**config.mk**
```make
export PLATFORM = sky130hd
export DESIGN_NAME = uart_tx_fifo
export DESIGN_NICKNAME = d
export VERILOG_FILES = /design/src/rtl/uart_tx_fifo.sv
export SDC_FILE = /design/constraint.sdc
export NUM_CORES = 1
export LEC_CHECK = 0
export CORE_MARGIN = 2
export CORE_UTILIZATION = 55
export DETAILED_ROUTE_END_ITERATION = 6
export PLACE_DENSITY_LB_ADDON = 0.25
export SLEW_MARGIN = 20
export SYNTH_ARGS = -nofsm -noshare
export SYNTH_HDL_FRONTEND = slang
export SYNTH_SLANG_ARGS = --single-unit
```
**constraint.sdc**
```tcl
create_clock -name clk -period 5.8 [get_ports clk]
set_clock_uncertainty 0.15 [all_clocks]
set_input_delay 0.58 -clock clk [delete_from_list [all_inputs] [get_ports clk]]
set_output_delay 0.58 -clock clk [all_outputs]
set_load 0.01 [all_outputs]
```
**src/rtl/uart_tx_fifo.sv**
```systemverilog
// Show-ahead transmit FIFO between the host bus and the UART TX FSM; pops on a tr_bz rising edge.
// Define UART_TXF_PARITY_EN to drive even parity of the head word on rd_parity.
module uart_tx_fifo #(
    parameter int WIDTH = 8,
    parameter int DEPTH = 16,
    localparam int AW = $clog2(DEPTH)
) (
    input  logic             clk,
    input  logic             rstn,
    input  logic             wr_en,
    input  logic [WIDTH-1:0] wr_data,
    output logic             full,
    output logic             empty,
    output logic [AW:0]      count,
    output logic             overflow,
    input  logic             ovf_clr,
    input  logic             tr_bz,
    output logic             d_ready,
    output logic [WIDTH-1:0] rd_data,
    output logic             rd_parity
);

    localparam logic [AW:0] FULL_COUNT = (AW + 1)'(DEPTH);

    logic [WIDTH-1:0] mem [DEPTH];
    logic [AW-1:0]    wr_ptr;
    logic [AW-1:0]    rd_ptr;
    logic [AW:0]      count_next;
    logic             tr_bz_q;
    logic             pop_req;
    logic             push_ok;
    logic             pop_ok;

    // full/empty are the registered pre-edge view, so a push into a full FIFO
    // is refused even when a pop frees a slot in the same cycle.
    assign pop_req = tr_bz & ~tr_bz_q;
    assign push_ok = wr_en & ~full;
    assign pop_ok  = pop_req & ~empty;

    always_comb begin
        count_next = count;
        if (push_ok && !pop_ok) begin
            count_next = count + (AW + 1)'(1);
        end else if (pop_ok && !push_ok) begin
            count_next = count - (AW + 1)'(1);
        end
    end

    always_ff @(posedge clk or negedge rstn) begin
        if (!rstn) begin
            wr_ptr   <= '0;
            rd_ptr   <= '0;
            count    <= '0;
            full     <= 1'b0;
            empty    <= 1'b1;
            overflow <= 1'b0;
            tr_bz_q  <= 1'b0;
        end else begin
            tr_bz_q <= tr_bz;
            if (push_ok) begin
                wr_ptr <= wr_ptr + AW'(1);
            end
            if (pop_ok) begin
                rd_ptr <= rd_ptr + AW'(1);
            end
            count <= count_next;
            full  <= (count_next == FULL_COUNT);
            empty <= (count_next == '0);
            // A rejected push in the same cycle as a clear keeps the flag set.
            if (wr_en && full) begin
                overflow <= 1'b1;
            end else if (ovf_clr) begin
                overflow <= 1'b0;
            end
        end
    end

    // Storage has no reset; contents are meaningless until written.
    always_ff @(posedge clk) begin
        if (push_ok) begin
            mem[wr_ptr] <= wr_data;
        end
    end

    assign rd_data = mem[rd_ptr];
    assign d_ready = ~empty;

`ifdef UART_TXF_PARITY_EN
    assign rd_parity = ^rd_data;
`else
    assign rd_parity = 1'b0;
`endif

endmodule
```
==> impl_metrics.yaml, run 1 <==
critical_path:
  required_ps: 5070
  path_depth: 3
  slowest_delay_ps: 1020
  path_buf_inv: 1
  setup.worst_path.end_class: "output pin"
  r2r_cells: 4
  cpMaxStageDelayCell: "dfrtp_2"
  crit_chain: "mux4_1 -> mux4_2 -> clkdlybuf4s50_1"
  critical-path-top-delay-family: "multiplexers"
  critical_path_class: "reg2out"
  arrival_ps: 3220
  start_kind: "register"
  cp_max_fo: 35
timing:
  min_period_ps: 3950
  fin_crit_sh_pct: 68.1
  hold_viol_final: 0
  grt_setup_unrepaired: "false"
  slew_violations: 0
  slew_headroom_pct: 34.1
  worst_pin_slew_ps: 989
  tns_ps: 0
  hold_slack_ps: 372
  max_freq_mhz: 253
  setup_viol: 0
clocking:
  cts_buffer_depth: 2
  clock-sinks: 145
  htreeDepth: 4
  worst_setup_hold_path_clk_slew_ps: 60
  cts_hold_buf: 0
  cts_resized: 0
  clk_latency_ps: 520
  cts_buffers: 17
  post_cts_buffers: 0
  clock_tree.root_cell: "clkbuf_8"
  cts_tree: "done"
cells_and_area:
  area_delta_synth_final_pct: 15.8
  final_cell_mix: "128 x edfxtp_1, 30 x mux4_1, 29 x clkdlybuf4s50_1"
  multiInputGateArea_mm2: 0.00159
  layout-drive-gt1-share_pct: 12.9
  num-nets-final: 341
  layout_commonest_cell: "edfxtp_1"
  antenna_cells: 0
  final_area_mm2: 0.00692
  fill_cells: 726
  regArea_mm2: 0.00427
placed_design:
  portBuffers: 29
  place_congestion: 0.817
  hpwl_um: 6400
  postPlaceCellArea_mm2: 0.00636
drt:
  ant_nets: 0
  drc: 0
  routed_wirelength_um: 11100
  first_pass_iters: 4
  routed_via_density: 6.13
  vias: 2899
  wire_per_inst_um: 23.4
  dr.first_iter.drc_count: 265
logic_synthesis:
  netlist_area_mm2: 0.00598
  yosysSeqAreaShare_pct: 71.4
  ys.warnings.count: 0
  synthDistinctLibCells: 45
  syn-num-nets: 306
  syn-instance-count: 286
  ys_ff_latch: 145
  synthArstFlopShare_pct: 11.7
  avgSynthCellArea_um2: 20.9
  ys.flop_type: "edfxtp_1"
  synth_edf_count: 128
hold_path:
  hp-class: "in2async"
grt:
  grt-ovfl-total: 0
  antenna_found_initial: 0
  grt_pass1_wl_um: 17100
  grt_max_degree: 36
  grt_pass1_vias: 2808
  grtUsageTotal_pct: 21.2
power_and_ir_drop:
  p_sw_mw: 0.926
  intPower_mw: 2.44
  p_leak_nw: 2.36
  power_frac_comb_pct: 26.2
  irDropWorstVdd_uv: 278
  power_frac_seq_pct: 43.1
  clkPwrFrac_pct: 30.7
  swShare_pct: 27.5
  power_density_mw_per_mm2: 486
floorplanning:
  ios: 31
  dieArea_mm2: 0.0117
  initial_core_util_pct: 55.6
  rows: 38
  dieHeight_um: 108
  die_w_um: 108
  core_area_mm2: 0.0107
outcome:
  status: "finished, final reports clean"
flow_run:
  maxCapViolations: 0
==> power groups by stage <==
| stage | Combinational, mW | Clock, mW | Sequential (mW) |
|---|---|---|---|
| 2_1_floorplan | 0.670 | 0 | 1.37 |
| 3_3_place_gp | 0.876 | 0 | 1.47 |
| 4_1_cts | 0.893 | 1.04 | 1.45 |
| 5_1_grt | 0.957 | 1.09 | 1.47 |
| 6_report | 0.882 | 1.03 | 1.45 |
| 3_5_place_dp | 0.891 | 0 | 1.47 |
==> worst paths after layout <==
kind                            from         end  slack (ps)
max                        rd_ptr[0]  rd_data[4]        1850
min                             rstn    count[4]         370
max reg2reg                     full   mem[7][5]        3450
min reg2reg                 overflow    overflow         380
max in group asynchronous       rstn   rd_ptr[0]        4580
min in group clk            overflow    overflow         380
==> stage by stage <==
stage | cells | utilization (%) | worst slack (ps) | total power [mW]
after floorplan | 286 | - | 3390 | 2.04
final | 473 | 64.4 | 1850 | 3.37
after global placement | 442 | 59.2 | 2380 | 2.34
after detailed placement | 442 | 59.2 | 2360 | 2.36
after global routing | 473 | 64.4 | 1740 | 3.52
after CTS | 473 | 64.4 | 1780 | 3.39
==> cell usage after synthesis, types with 3 or more instances <==
library cell / instances / share of area [%]
dfrtp_1: 16 / 6.7
and2_1: 16 / 1.7
mux4_2: 10 / 3.8
clkbuf_1: 6 / 0.38
nor2_1: 5 / 0.31
buf_6: 3 / 0.56
mux4_1: 30 / 13
and4_1: 3 / 0.44
ha_1: 7 / 1.5
inv_1: 6 / 0.38
nor3_1: 3 / 0.25
edfxtp_1: 128 / 64
nand2_1: 7 / 0.44
xnor2_1: 7 / 1.0
==> registers in the layout, summed over array words and instances (netlist names) <==
| register | count |
|---|---|
| tr_bz_q | 1 |
| full | 1 |
| rd_ptr | 4 |
| count | 5 |
| mem | 128 |
| empty | 1 |
| overflow | 1 |
| wr_ptr | 4 |
==> final cells by class <==
cell class / count / share of cell area, %
clock buffer: 17 / 5.98
clock inverter: 14 / 2.13
inverter: 6 / 0.325
multi-input combinational: 121 / 23.0
sequential: 145 / 61.7
tap: 140 / 2.53
timing repair buffer: 30 / 4.30
==> layer usage <==
metal / vias to the layer above / track usage (%) / routed length [um]
met5: - / 0 / 0
met4: 0 / 6.87 / 168
met3: 17 / 6.81 / 625
met2: 102 / 30.3 / 5170
met1: 1510 / 31.5 / 5110
li1: 1270 / - / -
==> kinds of logic (layout without fill, tap and decap cells) <==
family / after synthesis / in the layout / synth area share, %
AOI/OAI and AO/OA: 11 / 11 / 1.30
buffers and inverters: 20 / 67 / 1.92
other: 1 / 1 / 0.0627
muxes: 41 / 41 / 17.1
xor gates and xnor gates: 9 / 9 / 1.32
and+or+nand+nor: 52 / 52 / 5.38
adders and majority gates: 7 / 7 / 1.46
DFF: 145 / 145 / 71.4
No activity file was read; power rests on OpenSTA's default activity.
==> run 2, diff against run 1 <==
- CORE_UTILIZATION: 55 -> 54
- clock period: 5.8 -> 3.4 ns (I/O delays scaled with it)
==> impl_metrics.yaml, run 2 (synthesized netlist as in run 1, its figures left out) <==
outcome:
  status: "finished, final reports clean"
grt:
  grt_pass1_vias: 2905
  grt_pass1_wl_um: 17500
  grt_max_degree: 36
  grt-ovfl-total: 0
  grtUsageTotal_pct: 21.5
  antenna_found_initial: 1
cells_and_area:
  antenna_cells: 0
  fin_cells: 477
  regArea_mm2: 0.00427
  top_regs: "mem: 128 flops, count: 5 flops"
  multiInputGateArea_mm2: 0.00159
  num-nets-final: 344
  layout-drive-gt1-share_pct: 13.9
  regMostFlops: "mem"
  area_delta_synth_final_pct: 16.8
  final_cell_mix: "128 x edfxtp_1, 30 x mux4_1, 29 x clkdlybuf4s50_1"
  largest_reg_flops: 128
  fill_cells: 732
  final_area_mm2: 0.00698
  layout_commonest_cell: "edfxtp_1"
clocking:
  post_cts_buffers: 0
  worst_setup_hold_path_clk_slew_ps: 60
  clock_tree.root_cell: "clkbuf_8"
  clock-sinks: 145
  cts_resized: 0
  cts_hold_buf: 0
  clk_latency_ps: 520
  htreeDepth: 4
  cts_buffers: 17
  cts_tree: "done"
  cts_buffer_depth: 2
drt:
  dr.first_iter.drc_count: 326
  ant_nets: 0
  drc: 0
  vias: 2916
  routed_via_density: 6.11
  first_pass_iters: 5
  routed_wirelength_um: 11600
  wire_per_inst_um: 24.3
timing:
  min_period_ps: 3250
  max_freq_mhz: 308
  fin_ws_ps: 149
  worst_pin_slew_ps: 798
  setup_viol: 0
  fin_crit_sh_pct: 95.6
  hold_viol_final: 0
  slew_violations: 0
  slew_headroom_pct: 46.6
  tns_ps: 0
  grt_setup_unrepaired: "false"
power_and_ir_drop:
  clkPwrFrac_pct: 31.0
  power_frac_seq_pct: 40.8
  p_leak_nw: 2.38
  swShare_pct: 27.8
  power_frac_comb_pct: 28.2
  p_sw_mw: 1.62
  power_mw: 5.84
  irDropWorstVdd_uv: 397
  intPower_mw: 4.22
  power_density_mw_per_mm2: 836
placed_design:
  postPlaceCellArea_mm2: 0.00640
  place_congestion: 0.768
  portBuffers: 29
  hpwl_um: 6790
  place_ws_ps: 652
  dp_cells: 445
critical_path:
  start_kind: "register"
  rr_endpoint: "mem[2][5]"
  r2r_cells: 3
  critical_path_class: "reg2out"
  reg2reg_from: "full"
  r2r_setup_slack_ps: 1140
  cp_max_fo: 35
  arrival_ps: 2760
  required_ps: 2910
  setup.worst_path.end_class: "output pin"
floorplanning:
  initial_core_util_pct: 55.2
  core_area_mm2: 0.0108
  die_w_um: 109
  rows: 38
  dieArea_mm2: 0.0119
  dieHeight_um: 109
  ios: 31
hold_path:
  hp-class: "in2async"
flow_run:
  maxCapViolations: 0
[run 2: power groups by stage]
stage | clock network (mW) | logic [mW] | registers, mW
after floorplan | 0 | 1.14 | 2.33
after global placement | 0 | 1.63 | 2.41
after detailed placement | 0 | 1.66 | 2.42
after CTS | 1.84 | 1.68 | 2.39
after global routing | 1.91 | 1.77 | 2.41
final | 1.81 | 1.64 | 2.38
[run 2: worst max path at each step]
stage,start,to,depth (start not counted)
floorplan,rd_ptr[1],rd_data[2],4
global placement,rd_ptr[0],rd_data[4],4
detailed placement,rd_ptr[0],rd_data[4],4
CTS,rd_ptr[0],rd_data[5],4
global route,rd_ptr[0],rd_data[4],4
finish,rd_ptr[0],rd_data[4],4
[run 2: metal layers]
layer | GRT usage, % | part of all wire [%] | up-vias
li1 | - | - | 1274
met1 | 29.8 | 44 | 1517
met2 | 33.1 | 49 | 113
met3 | 6.81 | 6.2 | 10
met4 | 6.78 | 0.83 | 2
met5 | 0 | 0.095 | -
[run 2: critical path, cell delays in order, from the launching register on]
cell and delay [ps]:
dfrtp_2 380, buf_12 250, mux4_1 610, mux4_2 490
clkdlybuf4s50_1 500
[run 2: cell type report]
class                   count  share of cell area, %
repair buffers             33                   4.77
inverters                   6                  0.323
well taps                 140                   2.51
clock inverters            12                   2.29
multi-input cells         121                   22.8
flip-flops and latches    145                   61.2
clock buffers              20                   6.09
[run 2: per-stage QoR]
step,hold slack (ps),utilization (%)
after floorplan,-106,-
after global placement,359,59.0
after detailed placement,375,59.0
after CTS,147,64.4
after global routing,186,64.4
final,138,64.4
==> run 3, diff against run 2 <==
- ABC_AREA: unset -> 1
==> impl_metrics.yaml, run 3 <==
cells_and_area:
  layout_commonest_cell: "edfxtp_1"
  top_regs: "mem: 128 flops, count: 5 flops"
  final_util_pct: 65.3
  largest_reg_flops: 128
  antenna_cells: 0
  fill_cells: 779
  layout-drive-gt1-share_pct: 12.1
  final_cell_mix: "128 x edfxtp_1, 87 x nor2_1, 49 x o21ai_1"
  fin_cells: 676
  regMostFlops: "mem"
  num-nets-final: 543
  area_delta_synth_final_pct: 18.0
clocking:
  htreeDepth: 4
  post_cts_buffers: 0
  clock-sinks: 145
  cts_hold_buf: 0
  worst_setup_hold_path_clk_slew_ps: 60
  clock_tree.root_cell: "clkbuf_8"
  cts_tree: "done"
  clk_latency_ps: 530
  cts_buffer_depth: 2
  cts_buffers: 17
  cts_resized: 0
drt:
  routed_via_density: 5.86
  wire_per_inst_um: 20.2
  ant_nets: 0
  dr.first_iter.drc_count: 552
  first_pass_iters: 5
  routed_wirelength_um: 13700
  vias: 3959
  drc: 0
critical_path:
  critical_path_class: "reg2out"
  setup.worst_path.end_class: "output pin"
  arrival_ps: 2730
  start_kind: "register"
  cp_max_fo: 71
  required_ps: 2910
timing:
  slew_violations: 0
  fin_ws_ps: 175
  setup_viol: 0
  grt_setup_unrepaired: "false"
  slew_headroom_pct: 36.3
  tns_ps: 0
  worst_pin_slew_ps: 952
  hold_viol_final: 0
  max_freq_mhz: 310
  min_period_ps: 3220
  fin_crit_sh_pct: 94.8
logic_synthesis:
  synth_edf_count: 128
  synthTopCellsByCount: "128 x edfxtp_1, 87 x nor2_1, 49 x o21ai_1, 37 x nand2_1, 23 x o21ai_0"
  ys_ff_latch: 145
  syn-instance-count: 484
  synth_top_area_share_pct: 63.8
  syn-num-nets: 504
  yosysSeqAreaShare_pct: 70.9
  synthDistinctLibCells: 31
  netlist_area_mm2: 0.00603
  yosysMostFrequentCell: "edfxtp_1"
  avgSynthCellArea_um2: 12.5
  ys.warnings.count: 0
  synthArstFlopShare_pct: 11.7
  synth_top_area_cell: "edfxtp_1"
  ys.flop_type: "edfxtp_1"
  synthTopCellsByArea: "edfxtp_1 64%, dfrtp_1 6.6%, nor2_1 5.4%, o21ai_1 4.1%, o221ai_1 2.6%"
floorplanning:
  die_w_um: 110
  rows: 38
  dieArea_mm2: 0.0120
  ios: 31
  core_area_mm2: 0.0109
  initial_core_util_pct: 55.4
  dieHeight_um: 110
power_and_ir_drop:
  power_density_mw_per_mm2: 902
  p_leak_nw: 2.53
  irDropWorstVdd_uv: 520
placed_design:
  portBuffers: 29
  hpwl_um: 8350
  place_ws_ps: 787
  place_congestion: 0.798
  dp_cells: 644
grt:
  antenna_found_initial: 0
  grt_max_degree: 72
  grt_pass1_wl_um: 20800
  grtUsageTotal_pct: 24.4
  grt_pass1_vias: 3795
  grt-ovfl-total: 0
hold_path:
  hp-class: "in2async"
outcome:
  status: "finished, final reports clean"
flow_run:
  maxCapViolations: 0
run 3: cell types whose count changed after synthesis, sizes merged, moves of 3 or more:
cell / before / now
nor2: 5 / 90
o211ai: 1 / 14
nand2: 7 / 44
and2: 16 / 0
nand3: 2 / 21
mux4: 40 / 0
and4: 3 / 0
buf: 8 / 19
o21ai: 2 / 72
a21oi: 1 / 7
o221ai: 0 / 18
xnor2: 7 / 0
inv: 6 / 24
xor2: 2 / 8
run 3: cell type report:
cell class / count / area (um2) / area share, %
timing repair buffer: 46 / 430 / 6.05
tap: 140 / 175 / 2.46
inverter: 24 / 92.6 / 1.30
sequential: 145 / 4270 / 60.1
clock buffer: 23 / 457 / 6.42
multi-input combinational: 289 / 1530 / 21.5
clock inverter: 9 / 156 / 2.20
run 3: cells by family (layout without fill, tap and decap cells):
kind of cell | Yosys count | in the layout | share of synthesized area (%)
simple gates | 162 | 162 | 11.8
flops | 145 | 145 | 70.9
compound gates | 111 | 111 | 10.9
buf+inv | 50 | 102 | 3.78
xor+xnor | 8 | 8 | 1.16
fa+ha+maj | 7 | 7 | 1.45
other cells | 1 | 1 | 0.0622
run 3: metal layers:
metal  GRT usage, %  wire, um  up-vias
li1               -         -     1822
met1           30.8      5680     1939
met3           6.16       878       35
met5              0         0        -
met2           40.0      6710      163
met4           10.8       392        0
run 3: final timing paths:
path | start | endpoint | slack (ps) | cells after the start
setup reg to reg | full | mem[7][7] | 1210 | 5
setup / recovery | rd_ptr[0] | rd_data[2] | 180 | 6
hold reg to reg | overflow | overflow | 400 | 2
max in group asynchronous | rstn | rd_ptr[0] | 2400 | 1
hold / removal | rstn | count[3] | 140 | 1
min in group clk | ovf_clr | overflow | 240 | 2
run 3: worst max-delay path, stage by stage, from the launching register on:
cell	delay (ps)
dfrtp_2	360
buf_4	570
o21ai_1	170
o221ai_1	280
nand3_1	170
nand2_1	100
clkdlybuf4s50_1	530
run 3: report_power, final:
part | switching [mW] | internal [mW] | total, mW
Sequential | 0.132 | 2.19 | 2.32
Clock | 0.689 | 1.23 | 1.92
Combinational | 1.37 | 0.803 | 2.17
Total | 2.19 | 4.22 | 6.41
run 3: metrics by stage:
stage | instance area (um2) | hold WS, ps | power [mW]
2_1_floorplan | 6030 | -106 | 3.70
3_3_place_gp | 6500 | 359 | 4.42
3_5_place_dp | 6500 | 408 | 4.49
4_1_cts | 7110 | 155 | 6.41
5_1_grt | 7110 | 196 | 6.72
6_report | 7110 | 139 | 6.41
